===== src/rtl/bit_wise_pkg.sv =====
// bit_wise_pkg: shared definitions for the bit_wise parity/all-ones stage.
//   BIT_WISE_DEF_WIDTH - default input word width
//   bit_wise_cnt_width - width needed to hold a set-bit count of a WIDTH-bit word
//   bit_wise_res_t     - packed {even, odd, all_one} result bundle
package bit_wise_pkg;

  localparam int unsigned BIT_WISE_DEF_WIDTH = 8;

  // Bits needed to represent 0..width inclusive.
  function automatic int unsigned bit_wise_cnt_width(input int unsigned width);
    return $clog2(width + 1);
  endfunction

  typedef struct packed {
    logic even;
    logic odd;
    logic all_one;
  } bit_wise_res_t;

  // Result for an all-zero word; also the reset value of the output flags.
  localparam bit_wise_res_t BIT_WISE_RES_ZERO = '{even: 1'b1, odd: 1'b0, all_one: 1'b0};

endpackage


===== src/rtl/bit_wise_reduce.sv =====
// bit_wise_reduce: purely combinational reduction of one word.
//   word      (in)  WIDTH-bit word to evaluate
//   res       (out) {even, odd, all_one} flags for word
//   pop_count (out) number of set bits in word; present only with BIT_WISE_POPCOUNT_EN
module bit_wise_reduce
  import bit_wise_pkg::*;
#(
  parameter int unsigned WIDTH = BIT_WISE_DEF_WIDTH
) (
  input  logic [WIDTH-1:0]                        word,
`ifdef BIT_WISE_POPCOUNT_EN
  output logic [bit_wise_cnt_width(WIDTH)-1:0]    pop_count,
`endif
  output bit_wise_res_t                           res
);

  always_comb begin
    res         = BIT_WISE_RES_ZERO;
    res.odd     = ^word;
    res.even    = ~res.odd;
    res.all_one = &word;
  end

`ifdef BIT_WISE_POPCOUNT_EN
  localparam int unsigned CntW = bit_wise_cnt_width(WIDTH);

  always_comb begin
    pop_count = '0;
    for (int i = 0; i < int'(WIDTH); i++) begin
      pop_count = pop_count + {{(CntW-1){1'b0}}, word[i]};
    end
  end
`endif

endmodule


===== src/rtl/bit_wise.sv =====
// bit_wise: registered parity / all-ones status stage.
// Optional feature macro: BIT_WISE_POPCOUNT_EN adds the registered pop_count output.
//   clk       (in)  rising-edge clock
//   rst_n     (in)  synchronous active-low reset
//   in_valid  (in)  sample input_bus this cycle
//   input_bus (in)  WIDTH-bit word
//   out_valid (out) one-cycle pulse, one cycle after each accepted word
//   even      (out) captured word has an even number of set bits
//   odd       (out) captured word has an odd number of set bits (~even)
//   all_one   (out) captured word is all ones
//   pop_count (out) set-bit count of captured word (BIT_WISE_POPCOUNT_EN only)
// Flags hold their last value while in_valid is low.
module bit_wise
  import bit_wise_pkg::*;
#(
  parameter int unsigned WIDTH = BIT_WISE_DEF_WIDTH
) (
  input  logic                                 clk,
  input  logic                                 rst_n,
  input  logic                                 in_valid,
  input  logic [WIDTH-1:0]                     input_bus,
  output logic                                 out_valid,
  output logic                                 even,
  output logic                                 odd,
`ifdef BIT_WISE_POPCOUNT_EN
  output logic [bit_wise_cnt_width(WIDTH)-1:0] pop_count,
`endif
  output logic                                 all_one
);

  bit_wise_res_t res_comb;
  bit_wise_res_t res_d, res_q;
  logic          valid_d, valid_q;

`ifdef BIT_WISE_POPCOUNT_EN
  localparam int unsigned CntW = bit_wise_cnt_width(WIDTH);
  logic [CntW-1:0] cnt_comb, cnt_d, cnt_q;
`endif

  bit_wise_reduce #(
    .WIDTH (WIDTH)
  ) u_reduce (
    .word      (input_bus),
`ifdef BIT_WISE_POPCOUNT_EN
    .pop_count (cnt_comb),
`endif
    .res       (res_comb)
  );

  // Capture only on accepted words; otherwise hold so X on an idle bus cannot leak.
  always_comb begin
    valid_d = in_valid;
    res_d   = res_q;
    if (in_valid) begin
      res_d = res_comb;
    end
  end

`ifdef BIT_WISE_POPCOUNT_EN
  always_comb begin
    cnt_d = cnt_q;
    if (in_valid) begin
      cnt_d = cnt_comb;
    end
  end
`endif

  always_ff @(posedge clk) begin
    if (!rst_n) begin
      valid_q <= 1'b0;
      res_q   <= BIT_WISE_RES_ZERO;
    end else begin
      valid_q <= valid_d;
      res_q   <= res_d;
    end
  end

`ifdef BIT_WISE_POPCOUNT_EN
  always_ff @(posedge clk) begin
    if (!rst_n) begin
      cnt_q <= '0;
    end else begin
      cnt_q <= cnt_d;
    end
  end

  assign pop_count = cnt_q;
`endif

  assign out_valid = valid_q;
  assign even      = res_q.even;
  assign odd       = res_q.odd;
  assign all_one   = res_q.all_one;

endmodule


===== config.mk =====
export PLATFORM = sky130hd
export DESIGN_NAME = bit_wise
export DESIGN_NICKNAME = d
export VERILOG_FILES = /design/src/rtl/bit_wise_pkg.sv /design/src/rtl/bit_wise_reduce.sv /design/src/rtl/bit_wise.sv
export SDC_FILE = /design/constraint.sdc
export NUM_CORES = 1
export LEC_CHECK = 0
export ABC_AREA = 1
export BUFFER_PORTS_ARGS = -buffer_cell sky130_fd_sc_hd__buf_4
export CAP_MARGIN = 10
export CORE_AREA = 2 2 39 41
export CTS_CLUSTER_DIAMETER = 120
export DETAILED_ROUTE_END_ITERATION = 10
export DIE_AREA = 0 0 41 43
export GPL_ROUTABILITY_DRIVEN = 0
export GPL_TIMING_DRIVEN = 1
export PLACE_DENSITY = 0.4
export SKIP_CTS_REPAIR_TIMING = 1
export SKIP_LAST_GASP = 1
export SLEW_MARGIN = 5
export SYNTH_ARGS = -nofsm -noshare
export SYNTH_HDL_FRONTEND = slang
export SYNTH_SLANG_ARGS = --single-unit

===== constraint.sdc =====
create_clock -name clk -period 1.4 [get_ports clk]
set_clock_uncertainty 0.1 [all_clocks]
set_input_delay 0.21 -clock clk [delete_from_list [all_inputs] [get_ports clk]]
set_output_delay 0.21 -clock clk [all_outputs]
set_load 0.02 [all_outputs]

* Word level (Yosys, flattened, before mapping) *
Index checks and enable logic that the tools add are counted.

word-level totals
  logic and storage cells = 7
  input bits = 11
  output and inout port bits = 4
  register bits after elaboration = 4

cells by class
  bitwise gates (word level) = 1
  reductions and logical operators = 2

operator list
  kind                 count
  AND reduction 8 bit  1
  XOR reduction 8 bit  1
  inverter 1 bit       1

* Longest topological paths before layout *
Gate-level depths: netlist (run 1).

  depth after elaboration = 2
  depth in mapped cells = 8
  mapped depth without buffers = 8

* Cells and area by module *
A second synthesis (run 1) with hierarchy kept.

unflattened totals
  cells, all modules = 45
  area, all modules = 275.3 um2

by module, submodules not included
  module           area each (um2)  cells an instance  times used  sequential area each (um2)
  bit_wise         141.4            20                 1           80.1
  bit_wise_reduce  133.9            25                 1           0.0

* Worst setup path after synthesis (run 1) *
No wires, ideal clock.

  kind = in2reg
  start = input port input_bus[2]
  end = register res_q (netlist bit even)
  setup slack = 323 ps
  buffers on the path = 0
  stages = 8
  required time = 1181 ps
  library setup time = 119 ps
  arrival time = 858 ps
  cell sequence = ha_1 -> inv_1 -> nand2_1 -> nand2_1 -> nand2_1 -> nand2_1 -> nand2_1 -> nand3_1

between the ends
  cells in the longest elaborated chain, start to end = 2

RTL lines
  element                 line                   text
  start: declaration      bit_wise.sv:21         input logic [WIDTH-1:0] input_bus,
  XOR reduction 8 bit     bit_wise_reduce.sv:19  res.odd = ^word;
  inverter 1 bit          bit_wise_reduce.sv:20  res.even = ~res.odd;
  end signal: assignment  bit_wise.sv:74         res_q <= res_d;
  end: declaration        bit_wise.sv:32         bit_wise_res_t res_d, res_q;

Every way passes these cells.
A chain may end at the register's enable or synchronous reset.

* Worst setup path in the final report (run 1) *
  start = input port input_bus[6]
  end = register res_q (netlist bit even)

The elaborated chain is that of the path after synthesis.

==> flow_metrics.env, run 1 <==
export IMPL_status="finished clean"
export IMPL_cp_slowest_cell="ha_1"
export IMPL_fin_crit_ps=1020
export IMPL_syn_inst=40
export IMPL_slew_headroom_pct=90.0
export IMPL_hold_class="input port to flop"
export IMPL_p_switching_mw=0.110
export IMPL_cts_buffer_depth=2
export IMPL_netlist_area_um2=270
export IMPL_cp_data_arrival_time_ps=1040
export IMPL_rsz0062_at_grt="no"
export IMPL_timing_final_crit_share_pct=73.0
export IMPL_num_rows=14
export IMPL_grt_pass1_wl_um=848
export IMPL_swShare_pct=28.4
export IMPL_cp_cell_sequence="buf_4 > ha_1 > inv_1 > nand2_1 > nand2_1 > nand2_1 > nand2_1 > nand2_1 > nand3_1"
export IMPL_start_util_pct=19.5
export IMPL_yosys_top_cells_area="dfxtp_1 (30%), nand2_1 (25%), ha_1 (19%), inv_1 (9.7%), nand3_2 (3.7%)"
export IMPL_synth_seq_cells=4
export IMPL_criticalPathCategory="input port to flop"
export IMPL_syn_area_per_cell_um2=6.76
export IMPL_critPathTopFamily="simple AND/OR/NAND/NOR gates"
export IMPL_slowest_delay_ps=310
export IMPL_ys_async_sr_fraction_pct=0
export IMPL_synth_top_area_cell="dfxtp_1"
export IMPL_cts_tree="built"
export IMPL_start_kind="input port"
export IMPL_path_max_fanout=3
export IMPL_max_vdd_ir_drop_mv=0.155
export IMPL_synth_edff_count=0
export IMPL_power_density_nw_per_um2=926
export IMPL_tns_ps=0
export IMPL_internal_power_mw=0.277
export IMPL_die_h_um=43
export IMPL_worstPathRequired_ps=1420
export IMPL_core_um2=1380
export IMPL_post_dp_hpwl_um=478
export IMPL_post_layout_nonfiller_instances=73
export IMPL_synth_top_flop_cell="dfxtp_1"
export IMPL_antenna_found_initial=0
export IMPL_setup_viol=0
export IMPL_area_delta_synth_final_pct=54.6
export IMPL_first_global_vias=250
export IMPL_ios=15
export IMPL_synth_seq_area_share_pct=29.6
export IMPL_insertion_delay_ps=230
export IMPL_drt_iter0_drc=4
export IMPL_final_nets=74
export IMPL_final_antenna_net_count=0
export IMPL_ys_types=11
export IMPL_worst_pin_slew_ps=149
export IMPL_syn_nets=55
export IMPL_power_frac_comb_pct=31.0
export IMPL_synthDominantCellAreaShare_pct=29.6
export IMPL_wl_um=544
export IMPL_antenna_cells=0
export IMPL_drc_errors=0
export IMPL_setup_ws_ps=378
export IMPL_total_power_mw=0.387
export IMPL_die_w_um=41
export IMPL_finalHoldViolCount=0
export IMPL_dr_pass1_iters=2
export IMPL_grtUsageTotal_pct=7.51
export IMPL_avgViaCountPerCell=3.92
export IMPL_cts_buffers=3
export IMPL_fmaxAchievable_ghz=0.979
export IMPL_pwr_share_seq_pct=33.0
export IMPL_fillers=169
export IMPL_clkPwrFrac_pct=36.0
export IMPL_worst_path_buf_inv=2
export IMPL_ys_warn_count=0
export IMPL_path_clk_slew_ps=40
export IMPL_maxCapViolCount=0
export IMPL_dieArea_um2=1760
export IMPL_fin_util_pct=30.2
export IMPL_final_max_slew_violation_count=0
export IMPL_clock_sinks=4
export IMPL_place_ws_ps=143
export IMPL_portBuffers=14
export IMPL_wl_per_cell_um=7.45
export IMPL_finish_instance_area_um2=418
export IMPL_placed_cells=70
export IMPL_placed_area_um2=395
export IMPL_via_count=286
export IMPL_cp_end_kind="flop"
export IMPL_htree_levels=1
export IMPL_power_leakage_nw=0.249
export IMPL_grt_overflow=0
export IMPL_grt_max_degree=7
export IMPL_cpMostUsedCell="nand2_1"
export IMPL_holdWs_ps=95.4
export IMPL_yosysMostFrequentCell="nand2_1"
export IMPL_synth_top_cells_by_count="nand2_1 (18), inv_1 (7), dfxtp_1 (4), ha_1 (4)"
export IMPL_drive_gt1_share_pct=35.1
export IMPL_cts_root_buf="clkbuf_4"
## cell usage in the layout, fill, tap and decap left out
cell type   n
nand2_1    18
buf_4      14
inv_1       7
ha_1        4
dfxtp_1     4
clkbuf_4    3
nand2_2     1
nand3_1     1
nand3_2     1
a21oi_2     1
nand4_1     1
o21ai_0     1
a21oi_1     1
## kinds of logic after synthesis
| kind of cell | share of synthesized area, % |
|---|---|
| DFF | 29.6 |
| buffers and inverters | 9.72 |
| and+or+nand+nor | 35.2 |
| adders and majority gates | 18.5 |
| AOI/OAI and AO/OA | 6.94 |
## per-layer routing
layer	global-route usage [%]	vias up	part of all wire [%]
met4	10.0	0	0
met1	7.32	119	41
li1	-	159	-
met5	0	-	0
met3	1.57	0	9.0
met2	10.6	8	50
## sequential cells by signal, indices dropped and copies added (netlist names)
register / count
even: 1
all_one: 1
odd: 1
out_valid: 1
## area by class of cell
cell class / count / area [µm²] / area share [%]
clock buffers: 3 / 22.5 / 5.39
inverters: 7 / 26.3 / 6.29
well taps: 16 / 20.0 / 4.79
flip-flops and latches: 4 / 80.1 / 19.2
multi-input cells: 29 / 164 / 39.2
repair buffers: 14 / 105 / 25.1
## final timing paths
| path | startpoint | to | slack (ps) | cells after the start |
|---|---|---|---|---|
| max reg2reg | all_one$_SDFFE_PN0P_ | all_one$_SDFFE_PN0P_ | 670 | 2 |
| min reg2reg | odd$_SDFFE_PN0P_ | odd$_SDFFE_PN0P_ | 370 | 2 |
| max | input_bus[6] | even$_SDFFE_PN1P_ | 380 | 9 |
| min | rst_n | even$_SDFFE_PN1P_ | 100 | 2 |
## power groups by stage
stage	logic (mW)	registers, mW	clock network (mW)
after floorplan	0.0611	0.141	0
after global placement	0.123	0.129	0
after detailed placement	0.122	0.129	0
after CTS	0.122	0.128	0.149
after global routing	0.135	0.129	0.157
final	0.120	0.128	0.140
(Power assumes the default switching activity.)
==> inputs of run 2 (changes only) <==
Clock period 1.4 ns to 1.1 ns, I/O delays scaled along.
==> flow_metrics.env, run 2 (synthesis gave the netlist of run 1 again) <==
export IMPL_status="finished clean"
export IMPL_worst_pin_slew_ps=153
export IMPL_reg2reg_depth=2
export IMPL_ios=15
export IMPL_criticalPathCategory="input port to flop"
export IMPL_finalHoldViolCount=0
export IMPL_grtUsageTotal_pct=8.51
export IMPL_grt_max_degree=7
export IMPL_cts_buffer_depth=2
export IMPL_cts_root_buf="clkbuf_4"
export IMPL_antenna_found_initial=0
export IMPL_hold_class="input port to flop"
export IMPL_grt_pass1_wl_um=986
export IMPL_slew_headroom_pct=89.7
export IMPL_cp_data_arrival_time_ps=990
export IMPL_holdWs_ps=43.6
export IMPL_met2WireLength_um=264
export IMPL_final_max_slew_violation_count=0
export IMPL_mostFrequentLayoutCells="nand2_1 (18), buf_4 (14), inv_1 (7)"
export IMPL_drc_errors=0
export IMPL_min_to="even$_SDFFE_PN1P_"
export IMPL_regToRegEndpoint="all_one$_SDFFE_PN0P_"
export IMPL_cts_tree="built"
export IMPL_num_rows=14
export IMPL_holdPathStages=2
export IMPL_grt_overflow=0
export IMPL_path_clk_slew_ps=40
export IMPL_fin_crit_ps=968
export IMPL_fmaxAchievable_ghz=1.03
export IMPL_drive_gt1_share_pct=35.1
export IMPL_worstPathRequired_ps=1120
export IMPL_rsz0062_at_grt="no"
export IMPL_dieArea_um2=1760
export IMPL_antenna_cells=0
export IMPL_clock_sinks=4
export IMPL_cp_end_kind="flop"
export IMPL_m1WireLength_um=233
export IMPL_portBuffers=14
export IMPL_fillers=166
export IMPL_start_util_pct=19.5
export IMPL_highest_layer="met3"
export IMPL_wl_met3_um=44
export IMPL_max_vdd_ir_drop_mv=0.221
export IMPL_place_ws_ps=-121
export IMPL_insertion_delay_ps=230
export IMPL_dr_pass1_iters=2
export IMPL_avgViaCountPerCell=4.00
export IMPL_setup_viol=0
export IMPL_post_dp_hpwl_um=469
export IMPL_worstHoldStart="rst_n"
export IMPL_wl_um=542
export IMPL_via_count=292
export IMPL_die_h_um=43
export IMPL_rr_startpoint="all_one$_SDFFE_PN0P_"
export IMPL_first_global_vias=298
export IMPL_htree_levels=1
export IMPL_maxCapViolCount=0
export IMPL_final_antenna_net_count=0
export IMPL_final_nets=74
export IMPL_cts_buffers=3
export IMPL_path_max_fanout=3
export IMPL_power_leakage_nw=0.249
export IMPL_drt_iter0_drc=2
export IMPL_die_w_um=41
export IMPL_setup_ws_ps=132
export IMPL_final_common_cell="nand2_1"
export IMPL_area_delta_synth_final_pct=54.6
export IMPL_timing_final_crit_share_pct=88.0
export IMPL_total_power_mw=0.497
export IMPL_start_kind="input port"
export IMPL_r2r_setup_slack_ps=370
export IMPL_core_um2=1380
export IMPL_wl_per_cell_um=7.42
export IMPL_power_density_nw_per_um2=1190
==> run 2: worst max path at each step <==
stage,from,endpoint,slack (ps),depth (start not counted)
6_report,input_bus[6],even$_SDFFE_PN1P_,130,9
4_1_cts,even$_SDFFE_PN1P_,even,120,1
2_1_floorplan,input_bus[2],even$_SDFFE_PN1P_,70,8
5_1_grt,input_bus[2],even$_SDFFE_PN1P_,60,9
3_5_place_dp,input_bus[6],even$_SDFFE_PN1P_,-120,9
3_3_place_gp,input_bus[2],even$_SDFFE_PN1P_,-130,9
==> run 2: through the flow <==
| stage | cell area [µm²] | cells | utilization [%] | TNS (ps) |
|---|---|---|---|---|
| floorplan | 270 | 40 | - | 0 |
| global placement | 395 | 70 | 28.6 | -212 |
| detailed placement | 395 | 70 | 28.6 | -205 |
| CTS | 418 | 73 | 30.2 | 0 |
| global route | 418 | 73 | 30.2 | 0 |
| finish | 418 | 73 | 30.2 | 0 |
==> run 2: power by group <==
group / internal [mW] / switching [mW]
clock network: 0.122 / 0.0595
logic: 0.0731 / 0.0793
registers: 0.158 / 0.00514
==> run 2: layer usage <==
metal,vias up,track usage [%]
met5,-,0
met4,0,10.0
met3,0,1.57
met2,8,11.9
met1,126,9.24
li1,158,-
==> run 2: critical path: stages <==
cell and delay (ps):
buf_4 110, ha_1 300, inv_1 60, nand2_1 60, nand2_1 50, nand2_1 80, nand2_1 60, nand2_1 60
nand3_1 50
==> run 2: layout make-up <==
type / count / area [µm²] / share of cell area [%]
multi-input combinational: 29 / 164 / 39.2
timing repair buffer: 14 / 105 / 25.1
sequential: 4 / 80.1 / 19.2
inverter: 7 / 26.3 / 6.29
clock buffer: 3 / 22.5 / 5.39
tap: 16 / 20.0 / 4.79
